**config.mk**
```make
export PLATFORM = sky130hd
export DESIGN_NAME = rv32_mod_load_store_unit
export DESIGN_NICKNAME = d
export VERILOG_FILES = /design/src/rtl/rv32_mod_load_store_unit.sv
export SDC_FILE = /design/constraint.sdc
export NUM_CORES = 1
export LEC_CHECK = 0
export BUFFER_PORTS_ARGS = -buffer_cell sky130_fd_sc_hd__buf_2
export CORE_UTILIZATION = 49
export CTS_CLUSTER_DIAMETER = 80
export DETAILED_ROUTE_END_ITERATION = 7
export PLACE_DENSITY = 0.8
export SKIP_CTS_REPAIR_TIMING = 1
export SYNTH_ARGS = -nofsm -noshare
export SYNTH_HDL_FRONTEND = slang
export SYNTH_SLANG_ARGS = --single-unit
```
**constraint.sdc**
```tcl
create_clock -name clk -period 2.7 [get_ports clk]
set_input_delay 0.135 -clock clk [delete_from_list [all_inputs] [get_ports clk]]
set_output_delay 0.135 -clock clk [all_outputs]
set_load 0.01 [all_outputs]
```
**src/rtl/rv32_mod_load_store_unit.sv**
```systemverilog
// Load/store unit: runs one req/ack data-bus transaction per lsu_start.
// Builds byte enables and lane-replicated store data, and extends load data.
// Misaligned accesses, illegal widths, bus errors and timeouts end in a fault.
// Ports:
//   clk, rstn                   clock, synchronous active-low reset
//   lsu_start/wr/req/addr/wdata request from execute (sampled in IDLE only)
//   lsu_busy/done/rdata         status and extended load result
//   lsu_fault/lsu_fault_cause   fault pulse with done; cause 0 misal, 1 width, 2 bus err, 3 timeout
//   bus_req/wr/addr/be/wdata    data-bus request side
//   bus_ack/err/rdata           data-bus response side
module rv32_mod_load_store_unit #(
    parameter int unsigned TIMEOUT = 255
) (
    input  logic        clk,
    input  logic        rstn,
    input  logic        lsu_start,
    input  logic        lsu_wr,
    input  logic [2:0]  lsu_req,
    input  logic [31:0] lsu_addr,
    input  logic [31:0] lsu_wdata,
    output logic        lsu_busy,
    output logic        lsu_done,
    output logic [31:0] lsu_rdata,
    output logic        lsu_fault,
    output logic [1:0]  lsu_fault_cause,
    output logic        bus_req,
    output logic        bus_wr,
    output logic [31:0] bus_addr,
    output logic [3:0]  bus_be,
    output logic [31:0] bus_wdata,
    input  logic        bus_ack,
    input  logic        bus_err,
    input  logic [31:0] bus_rdata
);
    localparam int unsigned CW = (TIMEOUT > 1) ? $clog2(TIMEOUT) : 1;

    typedef enum logic [1:0] {
        S_IDLE = 2'd0,
        S_BUS  = 2'd1,
        S_RESP = 2'd2
    } state_t;

    state_t        state_q, state_d;
    logic [CW-1:0] cnt_q, cnt_d;
    logic [2:0]    req_q, req_d;
    logic [1:0]    off_q, off_d;
    logic          busy_q, busy_d;
    logic          done_q, done_d;
    logic [31:0]   rdata_q, rdata_d;
    logic          fault_q, fault_d;
    logic [1:0]    cause_q, cause_d;
    logic          breq_q, breq_d;
    logic          bwr_q, bwr_d;
    logic [31:0]   baddr_q, baddr_d;
    logic [3:0]    bbe_q, bbe_d;
    logic [31:0]   bwdata_q, bwdata_d;

    logic          illegal_c, misal_c;
    logic [3:0]    be_c;
    logic [31:0]   wdata_c, shifted_c, load_c;

    // Request legality, byte enables and store lane replication
    always_comb begin
        illegal_c = (lsu_req == 3'b011) || (lsu_req[2:1] == 2'b11) || (lsu_wr && lsu_req[2]);
        misal_c   = ((lsu_req[1:0] == 2'b01) && lsu_addr[0]) ||
                    ((lsu_req[1:0] == 2'b10) && (lsu_addr[1:0] != 2'b00));
        case (lsu_req[1:0])
            2'b00: begin
                be_c    = 4'b0001 << lsu_addr[1:0];
                wdata_c = {4{lsu_wdata[7:0]}};
            end
            2'b01: begin
                be_c    = 4'b0011 << {lsu_addr[1], 1'b0};
                wdata_c = {2{lsu_wdata[15:0]}};
            end
            default: begin
                be_c    = 4'b1111;
                wdata_c = lsu_wdata;
            end
        endcase
    end

    // Load data extraction and extension
    always_comb begin
        shifted_c = bus_rdata >> {off_q, 3'b000};
        case (req_q)
            3'b000:  load_c = {{24{shifted_c[7]}}, shifted_c[7:0]};
            3'b001:  load_c = {{16{shifted_c[15]}}, shifted_c[15:0]};
            3'b100:  load_c = {24'd0, shifted_c[7:0]};
            3'b101:  load_c = {16'd0, shifted_c[15:0]};
            default: load_c = bus_rdata;
        endcase
    end

    // Next-state and output logic
    always_comb begin
        state_d  = state_q;
        cnt_d    = cnt_q;
        req_d    = req_q;
        off_d    = off_q;
        busy_d   = busy_q;
        done_d   = 1'b0;
        rdata_d  = rdata_q;
        fault_d  = 1'b0;
        cause_d  = cause_q;
        breq_d   = breq_q;
        bwr_d    = bwr_q;
        baddr_d  = baddr_q;
        bbe_d    = bbe_q;
        bwdata_d = bwdata_q;
        case (state_q)
            S_IDLE: begin
                if (lsu_start) begin
                    busy_d = 1'b1;
                    if (illegal_c || misal_c) begin
                        state_d = S_RESP;
                        done_d  = 1'b1;
                        fault_d = 1'b1;
                        cause_d = illegal_c ? 2'd1 : 2'd0;
                        rdata_d = 32'd0;
                    end else begin
                        state_d  = S_BUS;
                        cnt_d    = '0;
                        req_d    = lsu_req;
                        off_d    = lsu_addr[1:0];
                        breq_d   = 1'b1;
                        bwr_d    = lsu_wr;
                        baddr_d  = {lsu_addr[31:2], 2'b00};
                        bbe_d    = be_c;
                        bwdata_d = lsu_wr ? wdata_c : 32'd0;
                    end
                end
            end
            S_BUS: begin
                cnt_d = cnt_q + CW'(1);
                // err beats ack; ack on the final counted cycle still succeeds
                if (bus_err || bus_ack || (cnt_q == CW'(TIMEOUT - 1))) begin
                    state_d  = S_RESP;
                    done_d   = 1'b1;
                    breq_d   = 1'b0;
                    bwr_d    = 1'b0;
                    baddr_d  = 32'd0;
                    bbe_d    = 4'd0;
                    bwdata_d = 32'd0;
                    rdata_d  = 32'd0;
                    if (bus_err) begin
                        fault_d = 1'b1;
                        cause_d = 2'd2;
                    end else if (bus_ack) begin
                        rdata_d = bwr_q ? 32'd0 : load_c;
                    end else begin
                        fault_d = 1'b1;
                        cause_d = 2'd3;
                    end
                end
            end
            S_RESP: begin
                state_d = S_IDLE;
                busy_d  = 1'b0;
            end
            default: begin
                state_d = S_IDLE;
                busy_d  = 1'b0;
            end
        endcase
    end

    // State and output registers
    always_ff @(posedge clk) begin
        if (!rstn) begin
            state_q  <= S_IDLE;
            cnt_q    <= '0;
            req_q    <= 3'd0;
            off_q    <= 2'd0;
            busy_q   <= 1'b0;
            done_q   <= 1'b0;
            rdata_q  <= 32'd0;
            fault_q  <= 1'b0;
            cause_q  <= 2'd0;
            breq_q   <= 1'b0;
            bwr_q    <= 1'b0;
            baddr_q  <= 32'd0;
            bbe_q    <= 4'd0;
            bwdata_q <= 32'd0;
        end else begin
            state_q  <= state_d;
            cnt_q    <= cnt_d;
            req_q    <= req_d;
            off_q    <= off_d;
            busy_q   <= busy_d;
            done_q   <= done_d;
            rdata_q  <= rdata_d;
            fault_q  <= fault_d;
            cause_q  <= cause_d;
            breq_q   <= breq_d;
            bwr_q    <= bwr_d;
            baddr_q  <= baddr_d;
            bbe_q    <= bbe_d;
            bwdata_q <= bwdata_d;
        end
    end

    assign lsu_busy        = busy_q;
    assign lsu_done        = done_q;
    assign lsu_rdata       = rdata_q;
    assign lsu_fault       = fault_q;
    assign lsu_fault_cause = cause_q;
    assign bus_req         = breq_q;
    assign bus_wr          = bwr_q;
    assign bus_addr        = baddr_q;
    assign bus_be          = bbe_q;
    assign bus_wdata       = bwdata_q;

endmodule

```
==> results of run 1 <==
==> layout make-up <==
class / instances / area, um2 / area share
tap: 140 / 175 / 0.0232
sequential: 120 / 2400 / 0.318
clock inverter: 11 / 170 / 0.0225
clock buffer: 21 / 470 / 0.0623
timing repair buffer: 257 / 1480 / 0.196
multi-input combinational: 392 / 2810 / 0.372
inverter: 12 / 45.0 / 0.00597
==> per-stage QoR <==
stage | setup slack, ns | instance area (um2)
2_1_floorplan | 0.780 | 5530
3_3_place_gp | 0.506 | 6610
3_5_place_dp | 0.421 | 6610
4_1_cts | 0.395 | 7250
5_1_grt | 0.233 | 7550
6_report | 0.356 | 7550
==> sequential cells by signal, summed over array words and instances (netlist names) <==
signal           cells
bus_addr            30
bus_be               4
bus_req              1
bus_wdata           32
bus_wr               1
cnt_q                8
lsu_busy             1
lsu_done             1
lsu_fault            1
lsu_fault_cause      2
lsu_rdata           32
off_q                2
req_q                3
state_q              2
==> Yosys cell counts (2+ instances only) <==
cell,n,area [um2]
a31oi_1,2,12.5
dfxtp_1,120,2400
a21boi_0,8,60.1
or3_1,5,31.3
o2bb2ai_1,7,61.3
nand3_1,18,90.1
buf_4,8,60.1
a22oi_1,4,30.0
inv_1,11,41.3
nand2b_1,3,18.8
or4_1,2,15.0
a21oi_1,12,60.1
a2111oi_0,8,70.1
nor2_1,13,48.8
and2_1,2,12.5
mux2_2,5,56.3
mux2i_1,36,360
o21ai_0,25,125
o21a_1,3,22.5
o31ai_1,18,135
a2bb2oi_1,3,26.3
buf_1,3,11.3
nand2_1,57,214
ha_1,2,25.0
buf_2,14,70.1
a31o_1,6,52.6
a31o_2,17,149
a221o_1,9,90.1
nor3b_1,3,22.5
nor4b_1,2,17.5
nor3_1,2,10.0
o211ai_1,8,60.1
a21boi_1,4,30.0
a22o_1,48,420
nor2b_1,4,25.0
o221ai_1,2,17.5
o2111ai_1,3,26.3
clkbuf_1,32,120
nor4_1,16,100
and3_1,13,81.3
==> power by group through the flow <==
stage / clock, uW / combinational (uW) / sequential, uW
2_1_floorplan: 0 / 318 / 1920
3_3_place_gp: 0 / 539 / 1910
3_5_place_dp: 0 / 552 / 1910
4_1_cts: 2450 / 556 / 1870
5_1_grt: 2540 / 647 / 1880
6_report: 2420 / 599 / 1870
==> critical path: cells and delay by family (launching register included) <==
| family | cells | cell delay [ns] |
|---|---|---|
| and+or+nand+nor | 1 | 0.52 |
| DFF | 1 | 0.50 |
| AOI/OAI and AO/OA | 3 | 1.23 |
==> worst paths after layout <==
kind                           startpoint                        end  slack (ns)  cells after the start
hold / removal               lsu_wdata[7]  bus_wdata[7]$_SDFFE_PN0P_        0.01                      3
hold reg to reg      bus_req$_SDFFE_PN0P_       bus_req$_SDFFE_PN0P_        0.46                      1
setup / recovery  state_q[0]$_SDFFE_PN0P_  lsu_rdata[9]$_SDFFE_PN0P_        0.36                      4
setup reg to reg  state_q[0]$_SDFFE_PN0P_  lsu_rdata[9]$_SDFFE_PN0P_        0.36                      4
==> kinds of logic (layout without fill, tap and decap cells) <==
| group | count (synthesis) | in the layout | synth area share |
|---|---|---|---|
| other cells | 1 | 2 | 0.000678 |
| compound gates | 198 | 198 | 0.286 |
| xor+xnor | 1 | 1 | 0.00158 |
| fa+ha+maj | 2 | 2 | 0.00453 |
| buf+inv | 71 | 301 | 0.0602 |
| mux | 41 | 41 | 0.0754 |
| simple gates | 148 | 148 | 0.137 |
| flops | 120 | 120 | 0.435 |
==> layer usage <==
metal / track usage / wire length, um / vias up
li1: - / - / 2644
met1: 0.338 / 6930 / 2659
met2: 0.411 / 8050 / 277
met3: 0.0928 / 1280 / 53
met4: 0.122 / 490 / 0
met5: 0 / 0 / -
==> key figures, run 1 <==
Status
  • Status: finished, final reports clean

STA
  • Final min period: 2.34 ns
  • Final setup TNS: 0 ns
  • Worst-Margin Slew: 0.713 ns
  • Hold slack final: 0.0141 ns
  • Slew Viols, Final: 0
  • Highest Clock Rate: 427 MHz
  • Rel. slew slack: 0.520
  • RSZ-0062 raised after global routing: no
  • Clock skew: 0.00901 ns
  • Fin crit share: 0.868
  • Final Setup Violations: 0
  • Final Hold Viols: 0

Power
  • Combinational share of power: 0.122
  • Pleak: 0.00343 uW
  • Pwr dens: 648 nW/um2
  • Flop pwr share: 0.383
  • Final Total Pwr: 4890 uW
  • Switching portion of total power: 0.242
  • Clock share of power: 0.495
  • Peak VDD IR: 0.519 mV
  • Internal Pwr Total: 3710 uW
  • P_sw: 1180 uW

Global routing
  • GR Overflow Total: 0
  • Initial antenna violation count: 0
  • Largest net degree at the start of global routing: 40
  • GRT Resource Usage Total: 0.268
  • Wire length of the first global-routing pass: 24500 um
  • Vias in the first global route: 5025

CTS
  • H-Tree Depth: 4
  • Clock Tree Buf Depth: 2
  • Clk_lat worst skew: 0.42 ns
  • Sinks on Clock Net: 120
  • CTS tree: yes
  • CTS Buf Count: 17
  • Worst-path clk slew: 0.06 ns
  • Root buffer cell: clkbuf_16

Final layout
  • Nets: 907
  • Layout filler cell count: 858
  • Commonest non-fill, non-tap cell in the layout: buf_2
  • Share of layout cells above drive strength 1: 0.354
  • Final non-filler cell total: 953
  • Final Util: 0.690
  • Layout area overhead: 36.6%
  • Leading cell types in the layout, fill and taps excluded: buf_2, dfxtp_1, nand2_1
  • Antenna diode count: 0

Floorplan
  • Row Count: 38
  • Die area: 11700 um2
  • Die Y: 108 um
  • Io pins: 212
  • Die X: 108 um
  • CORE AREA: 10900 um2
  • Initial Util: 0.505

Critical path
  • Element type at the critical path end: flip-flop
  • Startpoint types: flip-flop
  • Critical path, cell by cell: or4b_4 > a41oi_4 > o31a_2 > a221o_1
  • Crit Path Class: reg -> reg
  • CP max stage delay: 0.62 ns
  • Data arrival, critical path: 2.69 ns
  • CP max FO: 32
  • Slowest CP cell: o31a_2
  • Critical Path RT: 3.05 ns

Min path
  • Hold Crit Class: in -> reg

Routing
  • Drt drc: 0
  • WL/cell: 17.6 um
  • 1st-pass router iterations: 6
  • DRT antenna net count: 0
  • Via count: 5633
  • Drt via density: 5.91
  • Iter 0 DRT Violations: 413
  • Post-Route WL: 16700 um

Yosys
  • Main flop type after synthesis: dfxtp_1
  • Seq cells post-synth: 120
  • Syn Inst Count: 582
  • Yosys cell types: 64
  • Avg Cell Area, Syn: 9.50 um2
  • Asr flop ratio synth: 0
  • Mapped cell area: 5530 um2
  • Yosys warning count: 0
  • Post-synthesis sequential area ratio: 0.435
  • EDFF count, synth: 0

Job
  • Max-cap violations: 0

Placement
  • Port bufs: 209
  • DP HPWL: 11000 um
  • Placed Cells incl. Taps: 891
  • Routability cong.: 0.937
No activity file was read; power rests on OpenSTA's default activity.
==> run 2: changes to the inputs <==
- CORE_UTILIZATION: 49 -> 53
- PLACE_DENSITY: 0.8 -> 0.86
- clock period: 2.7 -> 2.8 ns (I/O delays scaled with it)
==> key figures, run 2 (synthesis results as in run 1) <==
Status
  • Status: complete, but fails checks
  • Failing checks: hold timing

CTS
  • Clk_lat worst skew: 0.51 ns (+0.09 ns)
  • Clock Tree Buf Depth: 2 (unchanged)
  • H-Tree Depth: 4 (unchanged)
  • CTS tree: yes
  • Sinks on Clock Net: 120 (unchanged)
  • Worst-path clk slew: 0.06 ns (about the same)
  • Root buffer cell: clkbuf_8
  • CTS Buf Count: 17 (unchanged)

Floorplan
  • Die area: 10800 um2 (-7.4%)
  • Die Y: 104 um (-3.8%)
  • Row Count: 36 (-5.3%)
  • CORE AREA: 9950 um2 (-9.0%)
  • Initial Util: 0.555 (+0.0498)
  • Die X: 104 um (-3.8%)
  • Io pins: 212 (unchanged)

Min path
  • Hold Crit Class: in -> reg
  • Hold depth: 3 (unchanged)
  • Hold path start: bus_rdata[4]

Critical path
  • Worst setup path start: state_q[0]$_SDFFE_PN0P_
  • Element type at the critical path end: flip-flop
  • Origin of the critical flop-to-flop path: state_q[0]$_SDFFE_PN0P_
  • Data arrival, critical path: 2.84 ns (+0.15 ns)
  • Crit Path Class: reg -> reg
  • CP max FO: 32 (unchanged)
  • Register-to-Register Path Depth: 4 (unchanged)
  • Startpoint types: flip-flop
  • Critical Path RT: 3.25 ns (+0.20 ns)

Final layout
  • Leading cell types in the layout, fill and taps excluded: buf_2, dfxtp_1, nand2_1
  • Nets: 924 (+1.9%)
  • Final Util: 0.769 (+0.0786)
  • Final non-filler cell total: 963 (+1.0%)
  • Area of the multi-input gates: 2810 um2 (unchanged)
  • Layout area overhead: 38.5%
  • Fin area: 7650 um2 (+1.4%)
  • Sequential cell area: 2400 um2 (unchanged)
  • Layout filler cell count: 644 (-25%)
  • Share of layout cells above drive strength 1: 0.345 (-0.00967)
  • Commonest non-fill, non-tap cell in the layout: buf_2
  • Antenna diode count: 0 (unchanged)

Power
  • Peak VDD IR: 0.382 mV (-26%)
  • Pwr dens: 591 nW/um2 (-8.9%)
  • Pleak: 0.00348 uW (+1.2%)

STA
  • Highest Clock Rate: 417 MHz (-2.2%)
  • Fin crit share: 0.856 (-0.0119)
  • Hold slack final: -0.0325 ns (-0.0466 ns)
  • Slew Viols, Final: 0 (unchanged)
  • Worst-Margin Slew: 0.664 ns (-0.0496 ns)
  • Rel. slew slack: 0.553 (+0.0334)
  • RSZ-0062 raised after global routing: no
  • Final setup TNS: 0 ns (unchanged)
  • Final Setup Violations: 0 (unchanged)
  • Final min period: 2.40 ns (+0.0536 ns)
  • Clock skew: 0.00903 ns (+0.0000197 ns)
  • Final Hold Viols: 7 (+7)

Global routing
  • Vias in the first global route: 5095 (+1.4%)
  • Wire length of the first global-routing pass: 25300 um (+3.2%)
  • Largest net degree at the start of global routing: 39 (-2.5%)
  • GR Overflow Total: 0 (unchanged)
  • GRT Resource Usage Total: 0.288 (+0.0195)
  • Initial antenna violation count: 0 (unchanged)

Routing
  • Via count: 5859 (+4.0%)
  • Drt via density: 6.08 (+2.9%)
  • 1st-pass router iterations: 5 (-1)
  • WL/cell: 18.1 um (+3.1%)
  • Post-Route WL: 17400 um (+4.2%)
  • Iter 0 DRT Violations: 432 (+4.6%)
  • DRT antenna net count: 0 (unchanged)
  • Drt drc: 0 (unchanged)

Placement
  • Port bufs: 209 (unchanged)
  • DP HPWL: 11000 um (-0.59%)
  • Routability cong.: 0.945 (+0.89%)
  • Placed Cells incl. Taps: 883 (-0.90%)
  • Post-DP Area: 6590 um2 (-0.25%)

Job
  • Max-cap violations: 0 (unchanged)
## run 2: report_power, final
part	internal [uW]	leakage, uW	switching, uW
Sequential	1770	0.000972	44.6
Combinational	271	0.00223	332
Clock	1340	0.000278	770
## run 2: routing by layer
layer / GRT usage / wire length [um] / vias to the layer above
met1: 0.369 / 6960 / 2740
met2: 0.460 / 8390 / 378
li1: - / - / 2681
met4: 0.133 / 555 / 0
met3: 0.0652 / 1540 / 60
met5: 0 / 0 / -
## run 2: final cells by class
cell class,count,area share
well taps,133,0.0217
repair buffers,274,0.216
multi-input cells,392,0.366
flip-flops and latches,120,0.314
clock inverters,10,0.0155
clock buffers,22,0.0605
inverters,12,0.00588
## run 2: worst max-delay path, stage by stage, from the launching register on
cell	delay, ns
dfxtp_1	0.50
or4b_4	0.53
a41oi_4	0.38
o31a_2	0.64
a221o_1	0.27
## run 2: path summary, 6_finish.rpt
path,slack [ns],endpoint
setup / recovery,0.40,lsu_rdata[9]$_SDFFE_PN0P_
hold reg to reg,0.46,lsu_rdata[5]$_SDFFE_PN0P_
hold / removal,-0.03,lsu_rdata[4]$_SDFFE_PN0P_
setup reg to reg,0.40,lsu_rdata[9]$_SDFFE_PN0P_
## run 2: metrics by stage
stage | total power [uW] | setup WS, ns
4_1_cts | 4460 | 0.424
5_1_grt | 4660 | 0.271
6_report | 4520 | 0.402
3_3_place_gp | 2350 | 0.554
2_1_floorplan | 2160 | 0.880
3_5_place_dp | 2370 | 0.454
